===== src/rtl/mult32_seq_ctrl.sv =====
// Sequential 32x32 multiplier: sign-magnitude operands, one add/shift step per clock,
// final negation, and a START/BUSY/DONE handshake that delivers {hi, lo}.
module mult32_seq_ctrl (
  input  logic        clk,
  input  logic        rst_n,
  input  logic        start,
  input  logic        signed_op,
  input  logic [31:0] a,
  input  logic [31:0] b,
  output logic [31:0] hi,
  output logic [31:0] lo,
  output logic        busy,
  output logic        done
);

  typedef enum logic [1:0] {
    ST_IDLE = 2'd0,
    ST_RUN  = 2'd1,
    ST_FIX  = 2'd2,
    ST_DONE = 2'd3
  } state_t;

  state_t      state_r;
  state_t      state_s;
  logic [4:0]  cnt_r;
  logic [63:0] p_r;
  logic [31:0] m_r;
  logic        sign_r;
  logic [31:0] hi_r;
  logic [31:0] lo_r;
  logic        busy_r;
  logic        done_r;
  logic [32:0] sum_s;
  logic [63:0] neg_s;

  // Magnitude of a 32-bit operand; 0x80000000 maps to itself, read as unsigned 2^31.
  function automatic logic [31:0] mag(input logic [31:0] v, input logic neg);
    return neg ? (~v + 32'd1) : v;
  endfunction

  assign sum_s = {1'b0, p_r[63:32]} + {1'b0, (p_r[0] ? m_r : 32'd0)};
  assign neg_s = ~p_r + 64'd1;

  // State register.
  always_ff @(posedge clk or negedge rst_n) begin
    if (!rst_n) begin
      state_r <= ST_IDLE;
    end else begin
      state_r <= state_s;
    end
  end

  // Next-state logic; a START in DONE chains straight into RUN.
  always_comb begin
    state_s = state_r;
    case (state_r)
      ST_IDLE: begin
        if (start) state_s = ST_RUN;
        else       state_s = ST_IDLE;
      end
      ST_RUN: begin
        if (cnt_r == 5'd31) state_s = ST_FIX;
        else                state_s = ST_RUN;
      end
      ST_FIX:  state_s = ST_DONE;
      ST_DONE: begin
        if (start) state_s = ST_RUN;
        else       state_s = ST_IDLE;
      end
      default: state_s = ST_IDLE;
    endcase
  end

  // Datapath and registered handshake outputs.
  always_ff @(posedge clk or negedge rst_n) begin
    if (!rst_n) begin
      cnt_r  <= 5'd0;
      p_r    <= 64'd0;
      m_r    <= 32'd0;
      sign_r <= 1'b0;
      hi_r   <= 32'd0;
      lo_r   <= 32'd0;
      busy_r <= 1'b0;
      done_r <= 1'b0;
    end else begin
      busy_r <= (state_s == ST_RUN) || (state_s == ST_FIX);
      done_r <= (state_s == ST_DONE);
      case (state_r)
        ST_IDLE, ST_DONE: begin
          if (start) begin
            m_r    <= mag(a, signed_op & a[31]);
            p_r    <= {32'd0, mag(b, signed_op & b[31])};
            sign_r <= signed_op & (a[31] ^ b[31]);
            cnt_r  <= 5'd0;
          end
        end
        ST_RUN: begin
          p_r   <= {sum_s, p_r[31:1]};
          cnt_r <= cnt_r + 5'd1;
        end
        ST_FIX: begin
          {hi_r, lo_r} <= sign_r ? neg_s : p_r;
        end
        default: begin
          cnt_r <= 5'd0;
        end
      endcase
    end
  end

  assign hi   = hi_r;
  assign lo   = lo_r;
  assign busy = busy_r;
  assign done = done_r;

endmodule


===== config.mk =====
export PLATFORM = sky130hd
export DESIGN_NAME = mult32_seq_ctrl
export DESIGN_NICKNAME = d
export VERILOG_FILES = /design/src/rtl/mult32_seq_ctrl.sv
export SDC_FILE = /design/constraint.sdc
export NUM_CORES = 1
export LEC_CHECK = 0
export ABC_AREA = 0
export CORE_MARGIN = 2
export CORE_UTILIZATION = 30
export CTS_CLUSTER_DIAMETER = 80
export CTS_CLUSTER_SIZE = 30
export DETAILED_ROUTE_END_ITERATION = 10
export RECOVER_POWER = 50
export SETUP_SLACK_MARGIN = 0.2
export SLEW_MARGIN = 20
export SYNTH_ARGS = -nofsm -noshare
export SYNTH_HDL_FRONTEND = slang
export SYNTH_SLANG_ARGS = --single-unit

===== constraint.sdc =====
create_clock -name clk -period 8.5 [get_ports clk]
set_clock_uncertainty 0.05 [all_clocks]
set_input_delay 1.7 -clock clk [delete_from_list [all_inputs] [get_ports clk]]
set_output_delay 1.7 -clock clk [all_outputs]
set_load 0.05 [all_outputs]

# Yosys cells after proc, flatten, opt, wreduce, memory -nomap -nowiden
# Cells that the tools add are included.
# word_totals
regBits	170
elab_cells	46
input_bits	68
# op_classes
n_addsub	5
n_reduce_logical	6
n_bitwise	7
n_mux	11
eq_ne	8
# ops
op	count
$mux 64	2
$pmux 64 s2	1
$mux 32	3
$add 32x1->32 const B	2
$add 64x1->64 const B	1
$not 32->32	2
$not 64->64	1
$add 32x32->33	1
$pmux 5 s2	1
$eq 2x2->1 const B	4
$pmux 2 s3	1
$add 5x1->5 const B	1
$eq 5x5->1 const B	1
$mux 5	1
$eq 2x1->1 const B	2
$reduce_and 2->1	2
$and 1x1->1	3
$logic_not 2->1	1
$mux 2	1
$ne 2x1->1 const B	1
$reduce_bool 2->1	1
$reduce_or 2->1	1
$logic_or 1x1->1	1
$mux 1	1
$xor 1x1->1	1

# Depth between registers and ports, before layout
# Gate-level depths: netlist of run 1.
# logic_depth
depth_word	5
ltp_mapped	12
ltp_nobuf	11

# Worst setup path after synthesis of run 1
# OpenSTA, ideal clock, no wires.
# synth_path
kind	input to register
startpoint	input port b[9]
endpoint	register p_r[30]
slack_ns	4.841
required_time_ns	8.316
cell_stages	8
t_arrival_ns	3.474
setup_time_ns	0.134
cell_sequence	nor4_1 > nand3b_1 > or4b_1 > clkbuf_1 > o31ai_2 > o21ai_0 > xnor2_1 > o21ai_0
# synth_via
elab_chain_len	5
# synth_lines
item	line_no	text
start: declaration	9	input logic [31:0] b,
$not 32->32	38	return neg ? (~v + 32'd1) : v;
$add 32x1->32	38	
$mux 32	38	
$mux 64	90	if (start) begin
$pmux 64 s2	88	case (state_r)
end signal: assignment	92	p_r <= {32'd0, mag(b, signed_op & b[31])};
end signal: assignment	98	p_r <= {sum_s, p_r[31:1]};
end: declaration	26	logic [63:0] p_r;
# No other way between the ends. The select of a mux whose other input is x is not followed.
# A chain may end at the register's enable or synchronous reset.

# Final worst setup path of run 1
# layout_path
startpoint	input port start
endpoint	register p_r[29]
# layout_via
elab_chain_len	2
# layout_lines
item	line_no	text
start: declaration	6	input logic start,
$ne 2x1->1 (no source line)	n/a	
$reduce_and 2->1 (no source line)	n/a	
# No other way between the ends.

==> summary.md, run 1 <==
| Metric | Value |
|---|---|
| # hold bufs at CTS | 0 |
| Final std cells w/o fill | 1882 |
| Crit-path max FO | 72 |
| First-pass GRT wire length | 52000 um |
| Die ar. | 38900 um^2 |
| Layout cells sized above 1 | 0.0460 |
| Yosys top cell area share | 0.380 |
| Sequential area share after synthesis | 0.380 |
| Synthesized area per cell | 8.52 um^2 |
| Post-synth net total | 1423 |
| Hold Vio Cnt, Final | 0 |
| Worst Setup End Kind | register |
| CTS max path bufs | 2 |
| Leakage | 0.00542 uW |
| # DRC | 0 |
| CP cell instances | dlygate4sd3_1, nand2_2, clkbuf_1, o21a_2, buf_4, or3_1, o21ai_0, a21oi_1 |
| Cell Pwr Density | 291 nW/um^2 |
| Synth area leaders | dfrtp_1 (38%), xor2_1 (7.6%), o21ai_0 (6.2%) |
| Worst vdd ir | 0.140 mV |
| Sequential cell area | 4260 um^2 |
| Placed cells | 1849 |
| Ys flop type | dfrtp_1 |
| Startpoint types | primary input |
| Synth top cells by count | dfrtp_1 (170), nor2_1 (138), o21ai_0 (138) |
| HP Class | register to register |
| Via count | 9915 |
| Clock Latency Late Sink | 0.44 ns |
| Largest family of logic cells by synthesized area | compound AO/OA/AOI/OAI gates |
| GP Congestion | 0.878 |
| Xor and xnor area share after synthesis | 0.114 |
| Number of setup buffers added after CTS | 0 |
| FILL cells | 3731 |
| Largest net degree at the start of global routing | 107 |
| Setup-failing EPs final | 0 |
| PortBufs | 133 |
| CTS tree | done |
| DRT antenna net count | 0 |
| Post-Synthesis Cells | 1315 |
| Max incr delay on CP | 1.76 ns |
| Clock Pin Slew Worst Setup and Hold Paths | 0.07 ns |
| WP data required | 8.80 ns |
| Synth-to-layout area growth | 19.9% |
| WL final | 32900 um |
| Initial antenna violation count | 1 |
| Die Ht | 197 um |
| Initial Util | 0.305 |
| Slowest CP cell | clkbuf_1 |
| Core ar. | 36700 um^2 |
| Critical path arrival | 5.95 ns |
| Vias in the first global route | 9193 |
| Max-Slew Margin vs Limit | -1.47 |
| Initial drt markers | 645 |
| Area of the multi-input gates | 6510 um^2 |
| Final Cycle Share | 0.665 |
| Vias per inst | 5.27 |
| DR WL/cell | 17.5 um |
| Synth Warn # | 0 |
| Max Cap Viol | 5 |
| Post-Synthesis Cell Area | 11200 um^2 |
| FP Rows | 70 |
| Failing checks | max-capacitance violations, max-slew violations |
| Leading area contributor after synthesis | dfrtp_1 |
| Min cycle time layout | 5.65 ns |
| FF+latch count, synth | 170 |
| Pin slew with the least headroom to its limit | 3.70 ns |
| Post-synthesis mux area share | 0.0102 |
| Most numerous cell in the Yosys netlist | dfrtp_1 |
| Clock root cell | clkbuf_16 |
| # IOs | 134 |
| Slew Limit Fails | 312 |
| H-tree depth | 4 |
| Die Width | 197 um |
| Crit path kind | primary input to register |
| DRT Pass-1 Iters | 5 |
| Synth unique cells | 72 |
| WP buf/inv | 3 |
| CP top delay family | buffers and inverters |
| Post-cts sizing count | 0 |
| EDFF count, synth | 0 |
| RSZ-0062 raised after global routing | false |
| Total CTS buffers | 17 |
| Post-DP HPWL | 25300 um |
| Final #Nets | 1508 |
| Post-synthesis compound-gate area fraction | 0.217 |
| Max Fclk | 0.177 GHz |
| TNS Setup | 0 ns |
| Status | complete, but fails checks |
| Ys async rst share | 1.00 |
| Simple-Gate Fraction of Synth Area | 0.197 |
| GRT Residual Overflow | 0 |
| Total GRT Usage | 0.169 |
| Post-Synth Adder-Cell Area | 0.0454 |
| CTS Sinks | 170 |
path summary, 6_finish.rpt:
path                       startpoint  endpoint  slack [ns]  cells after the start
min reg2reg                   m_r[17]   m_r[17]        0.42                      2
max                             start   p_r[29]        2.85                      8
min in group asynchronous       rst_n   p_r[19]        1.34                      1
max in group asynchronous       rst_n     hi[6]        3.04                      2
min                           m_r[17]   m_r[17]        0.42                      2
max reg2reg                state_r[0]     hi[7]        3.89                      5
cells by family (layout without fill, tap and decap cells):
logic type               after synthesis  in the layout
adder cells (fa/ha/maj)               40             40
AO/OA/AOI/OAI                        404            404
buffers and inverters                 95            193
multiplexers                          11             11
other                                  0              1
flip-flops                           170            170
AND/OR/NAND/NOR                      449            449
XOR/XNOR                             146            146
state kept, by name, summed over array words and instances, names as in the netlist:
register and count:
done 1, hi 32, sign_r 1, busy 1, lo 32, p_r 64
m_r 32, state_r 2, cnt_r 5
worst reg2reg max path, cell delays in order, from the launching register on:
cell	delay [ns]
dfrtp_1	0.38
inv_1	0.06
ha_1	1.43
clkbuf_1	2.16
nor2_1	0.21
a21oi_1	0.22
cells in the final DEF, fill, tap and decap left out, types with 13 or more instances in the layout:
cell type        count
o31ai_1             27
xor2_1              97
a21o_1              14
clkdlybuf4s50_1    131
nand3_1             13
nor3_1              13
and2_1              37
nand4_1             16
inv_1               19
ha_1                39
or4_1               18
o21ai_0            138
nand2_1            133
nor4_1              16
nor2_1             138
xnor2_1             49
clkbuf_16           17
a21oi_1            136
dfrtp_1            169
or3_1               19
o41ai_1             13
stage by stage:
| step | power [uW] | hold WS, ns | cell area, um^2 | utilization | setup WS, ns |
|---|---|---|---|---|---|
| after floorplan | 2550 | 0.392 | 11200 | - | 4.84 |
| after global placement | 3050 | 0.405 | 12900 | 0.351 | 3.95 |
| after detailed placement | 3080 | 0.416 | 12900 | 0.351 | 3.91 |
| after CTS | 3930 | 0.432 | 13500 | 0.367 | 4.36 |
| after global routing | 4200 | 0.455 | 13400 | 0.366 | 2.16 |
| final | 3900 | 0.424 | 13400 | 0.366 | 2.85 |
area by class of cell:
class / count / share of cell area
diodes: 1 / 0.000186
clock buffers: 20 / 0.0340
clock inverters: 12 / 0.0120
inverters: 20 / 0.00559
multi-input cells: 1050 / 0.485
flip-flops and latches: 170 / 0.317
well taps: 468 / 0.0436
repair buffers: 141 / 0.103
per-layer routing:
layer / track usage / share of wire / up-vias
li1: - / - / 4878
met5: 0 / 0 / -
met1: 0.259 / 0.52 / 4753
met3: 0.0217 / 0.048 / 26
met4: 0.0365 / 0.011 / 0
met2: 0.250 / 0.42 / 258
where the power goes:
| group | internal, uW | switching (uW) |
|---|---|---|
| sequential | 1040 | 384 |
| combinational | 673 | 975 |
| clock | 482 | 347 |
Power figures use the tool's default switching activity.
==> run 2: changes to the inputs <==
==> constraint.sdc (replaced) <==
create_clock -name clk -period 4.7 [get_ports clk]
set_clock_uncertainty 0.05 [all_clocks]
set_input_delay 0.94 -clock clk [delete_from_list [all_inputs] [get_ports clk]]
set_output_delay 0.94 -clock clk [all_outputs]
set_load 0.05 [all_outputs]
==> run 2 against run 1 <==
  * The flow still finishes with violations (max-capacitance violations, max-slew violations)
  * Final cell count rose by 0.16%
  * Global-route usage rose by 0.37 points
  * Clock power rose by 82%
  * Setup slack got worse by 1.7 ns
  * Via count fell by 0.29%
  * Sequential power rose by 83%
  * Sequential cell count did not move
  * Critical endpoint is now p_r[60]
  * Largest power group unchanged
==> summary.md, run 2 (synthesized netlist as in run 1, its figures left out) <==
| Metric | Value |
|---|---|
| Status | complete, but fails checks |
| Failing checks | max-capacitance violations, max-slew violations |
| Register share of total power | 0.367 |
| Die ar. | 38900 um^2 |
| # hold bufs at CTS | 0 |
| Worst Setup End Kind | register |
| Largest register FFs | 64 |
| Startpoint types | register |
| Initial antenna violation count | 1 |
| DR WL/cell | 17.6 um |
| Clock Power Share | 0.213 |
| Hold Vio Cnt, Final | 0 |
| Max-Slew Margin vs Limit | -0.500 |
| TNS Setup | 0 ns |
| Worst vdd ir | 0.313 mV |
| CP cell instances | and2_1, ha_1, o211ai_1, o21bai_1, a41oi_1, a2111oi_0, a21bo_2, a31oi_1, o311ai_0 |
| Initial Util | 0.305 |
| Post-cts sizing count | 0 |
| Clock root cell | clkbuf_16 |
| Number of setup buffers added after CTS | 0 |
| Slowest CP cell | a2111oi_0 |
| Final #Nets | 1511 |
| # DRC | 0 |
| Vias per inst | 5.24 |
| Clock Latency Late Sink | 0.44 ns |
| Leakage | 0.00548 uW |
| GP Congestion | 0.922 |
| PortBufs | 133 |
| Setup-failing EPs final | 0 |
| FP Rows | 70 |
| Max Fclk | 0.284 GHz |
| WP data required | 4.96 ns |
| Vias in the first global route | 9478 |
| WP buf/inv | 0 |
| Clock Pin Slew Worst Setup and Hold Paths | 0.07 ns |
| DRT Pass-1 Iters | 5 |
| H-tree depth | 4 |
| Crit path kind | register to register |
| P_int | 4030 uW |
| Final Util | 0.368 |
| Core ar. | 36700 um^2 |
| Crit-path max FO | 23 |
| Min cycle time layout | 3.52 ns |
| CTS Sinks | 170 |
| Synth-to-layout area growth | 20.5% |
| Sw power | 3080 uW |
| CP top delay family | compound AO/OA/AOI/OAI gates |
| Sequential cell area | 4260 um^2 |
| Logic pwr share | 0.420 |
| First-pass GRT wire length | 53100 um |
| Design area | 13500 um^2 |
| Post-DP HPWL | 25500 um |
| Most frequent cells in the layout | dfrtp_1 (169), nor2_1 (138), o21ai_0 (138) |
| HP Class | register to register |
| GRT Residual Overflow | 0 |
| CTS max path bufs | 2 |
| DRT antenna net count | 0 |
| Via count | 9886 |
| Layout cells sized above 1 | 0.0516 |
| Largest net degree at the start of global routing | 86 |
| Area after DPL | 12900 um^2 |
| Total CTS buffers | 17 |
| Die Ht | 197 um |
| Initial drt markers | 706 |
| FILL cells | 3728 |
| Slew Limit Fails | 154 |
| Worst hold margin | 0.424 ns |
| Cell Pwr Density | 526 nW/um^2 |
| Switching share of power | 0.433 |
| Max Cap Viol | 2 |
| Commonest non-fill, non-tap cell in the layout | dfrtp_1 |
| Final Cycle Share | 0.749 |
| Pin slew with the least headroom to its limit | 2.25 ns |
| Total GRT Usage | 0.172 |
| Max incr delay on CP | 0.70 ns |
| # IOs | 134 |
| RSZ-0062 raised after global routing | false |
| Die Width | 197 um |
| Largest Register | p_r |
| CTS tree | done |
| Critical path arrival | 3.78 ns |
| WL final | 33300 um |
| Area of the multi-input gates | 6540 um^2 |
[run 2: final cells by class]
cell class              instances  share of cell area
diodes                          1            0.000185
clock buffers                  22              0.0336
clock inverters                10              0.0124
inverters                      20             0.00556
multi-input cells            1050               0.485
flip-flops and latches        170               0.315
well taps                     468              0.0434
repair buffers                144               0.105
[run 2: path summary, 6_finish.rpt]
path,slack (ns),cells past startpoint,endpoint,start
setup / recovery,1.18,9,p_r[60],p_r[0]
hold / removal,0.42,2,m_r[26],m_r[26]
setup reg to reg,1.18,9,p_r[60],p_r[0]
hold reg to reg,0.42,2,m_r[26],m_r[26]
max in group asynchronous,2.01,1,sign_r,rst_n
min in group asynchronous,1.12,1,p_r[18],rst_n
[run 2: layer usage]
metal / wire (um) / up-vias / track usage
met4: 488 / 0 / 0.0490
met1: 17200 / 4754 / 0.261
li1: - / 4879 / -
met2: 14300 / 225 / 0.257
met3: 1260 / 28 / 0.0196
met5: 0 / - / 0
[run 2: power groups by stage]
| stage | Clock, uW | Sequential (uW) | Combinational, uW |
|---|---|---|---|
| after floorplan | 0 | 2270 | 2350 |
| after global placement | 0 | 2600 | 2950 |
| after detailed placement | 0 | 2630 | 2970 |
| after CTS | 1540 | 2600 | 2990 |
| after global routing | 1610 | 2680 | 3360 |
| final | 1510 | 2610 | 2980 |
[run 2: metrics by stage]
stage,total power (uW),setup WS [ns],instances
final,7100,1.18,1885
after detailed placement,5590,0.962,1852
after CTS,7130,1.21,1884
after global routing,7660,0.895,1885
after global placement,5550,1.05,1852
after floorplan,4620,1.80,1315
[run 2: tightest hold or removal path, stage by stage (launching register included)]
cell and delay [ns]:
dfrtp_1 0.34, nand2_1 0.04, o21ai_0 0.05
==> run 3: changes to the inputs <==
==> constraint.sdc (replaced) <==
create_clock -name clk -period 2.9 [get_ports clk]
set_clock_uncertainty 0.05 [all_clocks]
set_input_delay 0.58 -clock clk [delete_from_list [all_inputs] [get_ports clk]]
set_output_delay 0.58 -clock clk [all_outputs]
set_load 0.05 [all_outputs]
==> run 3 against run 2 <==
  * The run still ends with max-capacitance violations, max-slew violations left
  * Final cell count up 9.7%
  * Critical path depth up 4
  * Setup slack worse by 1.1 ns
  * Maximum frequency up 25%
  * Worst hold slack better by 0.0034 ns
  * Critical path type unchanged
  * Largest cell class unchanged
==> summary.md, run 3 (synthesized netlist as in run 1, its figures left out) <==
| Metric | Value |
|---|---|
| Hold Vio Cnt, Final | 0 |
| Post-DP HPWL | 27400 um |
| Total CTS buffers | 17 |
| # hold bufs at CTS | 0 |
| Vias in the first global route | 10.4k |
| # DRC | 0 |
| Status | complete, but fails checks |
| Commonest non-fill, non-tap cell in the layout | buf_4 |
| Largest Register | p_r |
| Place WS | -0.236 ns |
| Vias per inst | 5.18 |
| Max Fclk | 0.356 GHz |
| Core ar. | 36700 um^2 |
| Design area | 15900 um^2 |
| # IOs | 134 |
| CP cell instances | buf_6, buf_12, clkbuf_16, and2_4, ha_4, a21o_1, a21oi_4, o22ai_2, or3_1, a31oi_1, buf_4, xor2_2, o21ai_1 |
| Crit-path max FO | 9 |
| H-tree depth | 4 |
| Die Width | 197 um |
| Max-Slew Margin vs Limit | -0.207 |
| DRT antenna net count | 0 |
| Layout cells sized above 1 | 0.246 |
| Cell Pwr Density | 879 nW/um^2 |
| Final worst slack | 0.0880 ns |
| Total GRT Usage | 0.182 |
| GP Congestion | 0.913 |
| Startpoint types | register |
| Clock root cell | clkbuf_16 |
| Pin slew with the least headroom to its limit | 1.81 ns |
| Min cycle time layout | 2.81 ns |
| CTS max path bufs | 2 |
| Die ar. | 38900 um^2 |
| CTS Sinks | 170 |
| Largest net degree at the start of global routing | 68 |
| Final #Nets | 1694 |
| Failing checks | max-capacitance violations, max-slew violations |
| Clock Latency Late Sink | 0.44 ns |
| GRT Residual Overflow | 0 |
| FILL cells | 3512 |
| DRT Pass-1 Iters | 5 |
| First-pass GRT wire length | 56300 um |
| RSZ-0062 raised after global routing | true |
| Clock Pin Slew Worst Setup and Hold Paths | 0.07 ns |
| FP Rows | 70 |
| Worst Setup End Kind | register |
| Slew Limit Fails | 91 |
| Max incr delay on CP | 0.40 ns |
| PortBufs | 133 |
| FF-to-FF path depth | 13 |
| Initial drt markers | 668 |
| Via count | 10.7k |
| Tot Pwr | 14000 uW |
| Slowest CP cell | dfrtp_1 |
| Die Ht | 197 um |
| TNS Setup | 0 ns |
| Setup-failing EPs final | 0 |
| Largest register FFs | 64 |
| WP data required | 3.17 ns |
| Worst vdd ir | 0.501 mV |
| Area after DPL | 14100 um^2 |
| Initial antenna violation count | 0 |
| CTS tree | done |
| WL final | 36700 um |
| HP Class | register to register |
| Crit path kind | register to register |
| Critical path arrival | 3.08 ns |
| Antenna cell count | 0 |
| Most frequent cells in the layout | buf_4 (172), dfrtp_1 (169), nor2_1 (132) |
| Initial Util | 0.305 |
| Final Cycle Share | 0.970 |
| Hold Path Depth | 2 |
| Leakage | 0.00652 uW |
| Max Cap Viol | 2 |
| DR WL/cell | 17.8 um |
| Synth-to-layout area growth | 41.7% |
==> run 3: cell count changes in the layout (fill, tap and decap cells not counted), sizes merged <==
cell,delta
buf,+177
clkdlybuf4s50,+7
dlygate4sd3,-7
inv,+5
bufinv,-3
clkbuf,+2
clkinv,+2
diode,-1
==> run 3: critical path, delay by kind of cell (launching register included) <==
family	cells	cell delay, ns
compound gates	5	0.72
flops	1	0.40
buf+inv	4	0.60
xor+xnor	1	0.15
simple gates	2	0.54
fa+ha+maj	1	0.24
==> run 3: path summary, 6_finish.rpt <==
| check | start | end | slack (ns) |
|---|---|---|---|
| max in group asynchronous | rst_n | p_r[25] | 0.90 |
| max | p_r[0] | p_r[58] | 0.09 |
| min in group asynchronous | rst_n | p_r[20] | 0.48 |
| max reg2reg | p_r[0] | p_r[58] | 0.09 |
| min | m_r[14] | m_r[14] | 0.43 |
| min reg2reg | m_r[14] | m_r[14] | 0.43 |
==> run 3: power breakdown <==
part / total [uW] / internal, uW / switching (uW)
clock: 2260 / 1230 / 1040
combinational: 7700 / 3670 / 4030
sequential: 3990 / 3050 / 939
==> run 3: final cells by class <==
type | instances | area (um^2) | share of cell area
Inverter | 20 | 77.6 | 0.00489
Tap cell | 468 | 586 | 0.0369
Timing Repair Buffer | 327 | 2880 | 0.182
Clock buffer | 18 | 439 | 0.0277
Multi-Input combinational cell | 1050 | 7490 | 0.472
Sequential cell | 170 | 4260 | 0.268
Clock inverter | 14 | 138 | 0.00867
==> run 3: routing by layer <==
| metal | share of wire | track usage | vias to the layer above | wire length (um) |
|---|---|---|---|---|
| met2 | 0.45 | 0.280 | 277 | 16700 |
| li1 | - | - | 5233 | - |
| met3 | 0.038 | 0.0207 | 48 | 1380 |
| met5 | 0 | 0 | - | 0 |
| met1 | 0.49 | 0.268 | 5154 | 17900 |
| met4 | 0.020 | 0.0560 | 0 | 723 |
==> run 3: timing repair <==
item | 4_1_cts | 5_1_grt
pin swaps | 23 | 68
cloned | 0 | 1
resized for setup | 77 | 134
setup buffers | 12 | 22
setup endpoints to repair | 49 | 72
==> run 3: through the flow <==
| stage | utilization | hold slack (ns) | std cells |
|---|---|---|---|
| after detailed placement | 0.383 | 0.415 | 2000 |
| final | 0.433 | 0.427 | 2067 |
| after global placement | 0.383 | 0.409 | 2000 |
| after CTS | 0.412 | 0.0839 | 2044 |
| after global routing | 0.433 | 0.447 | 2067 |
| after floorplan | - | 0.234 | 1315 |
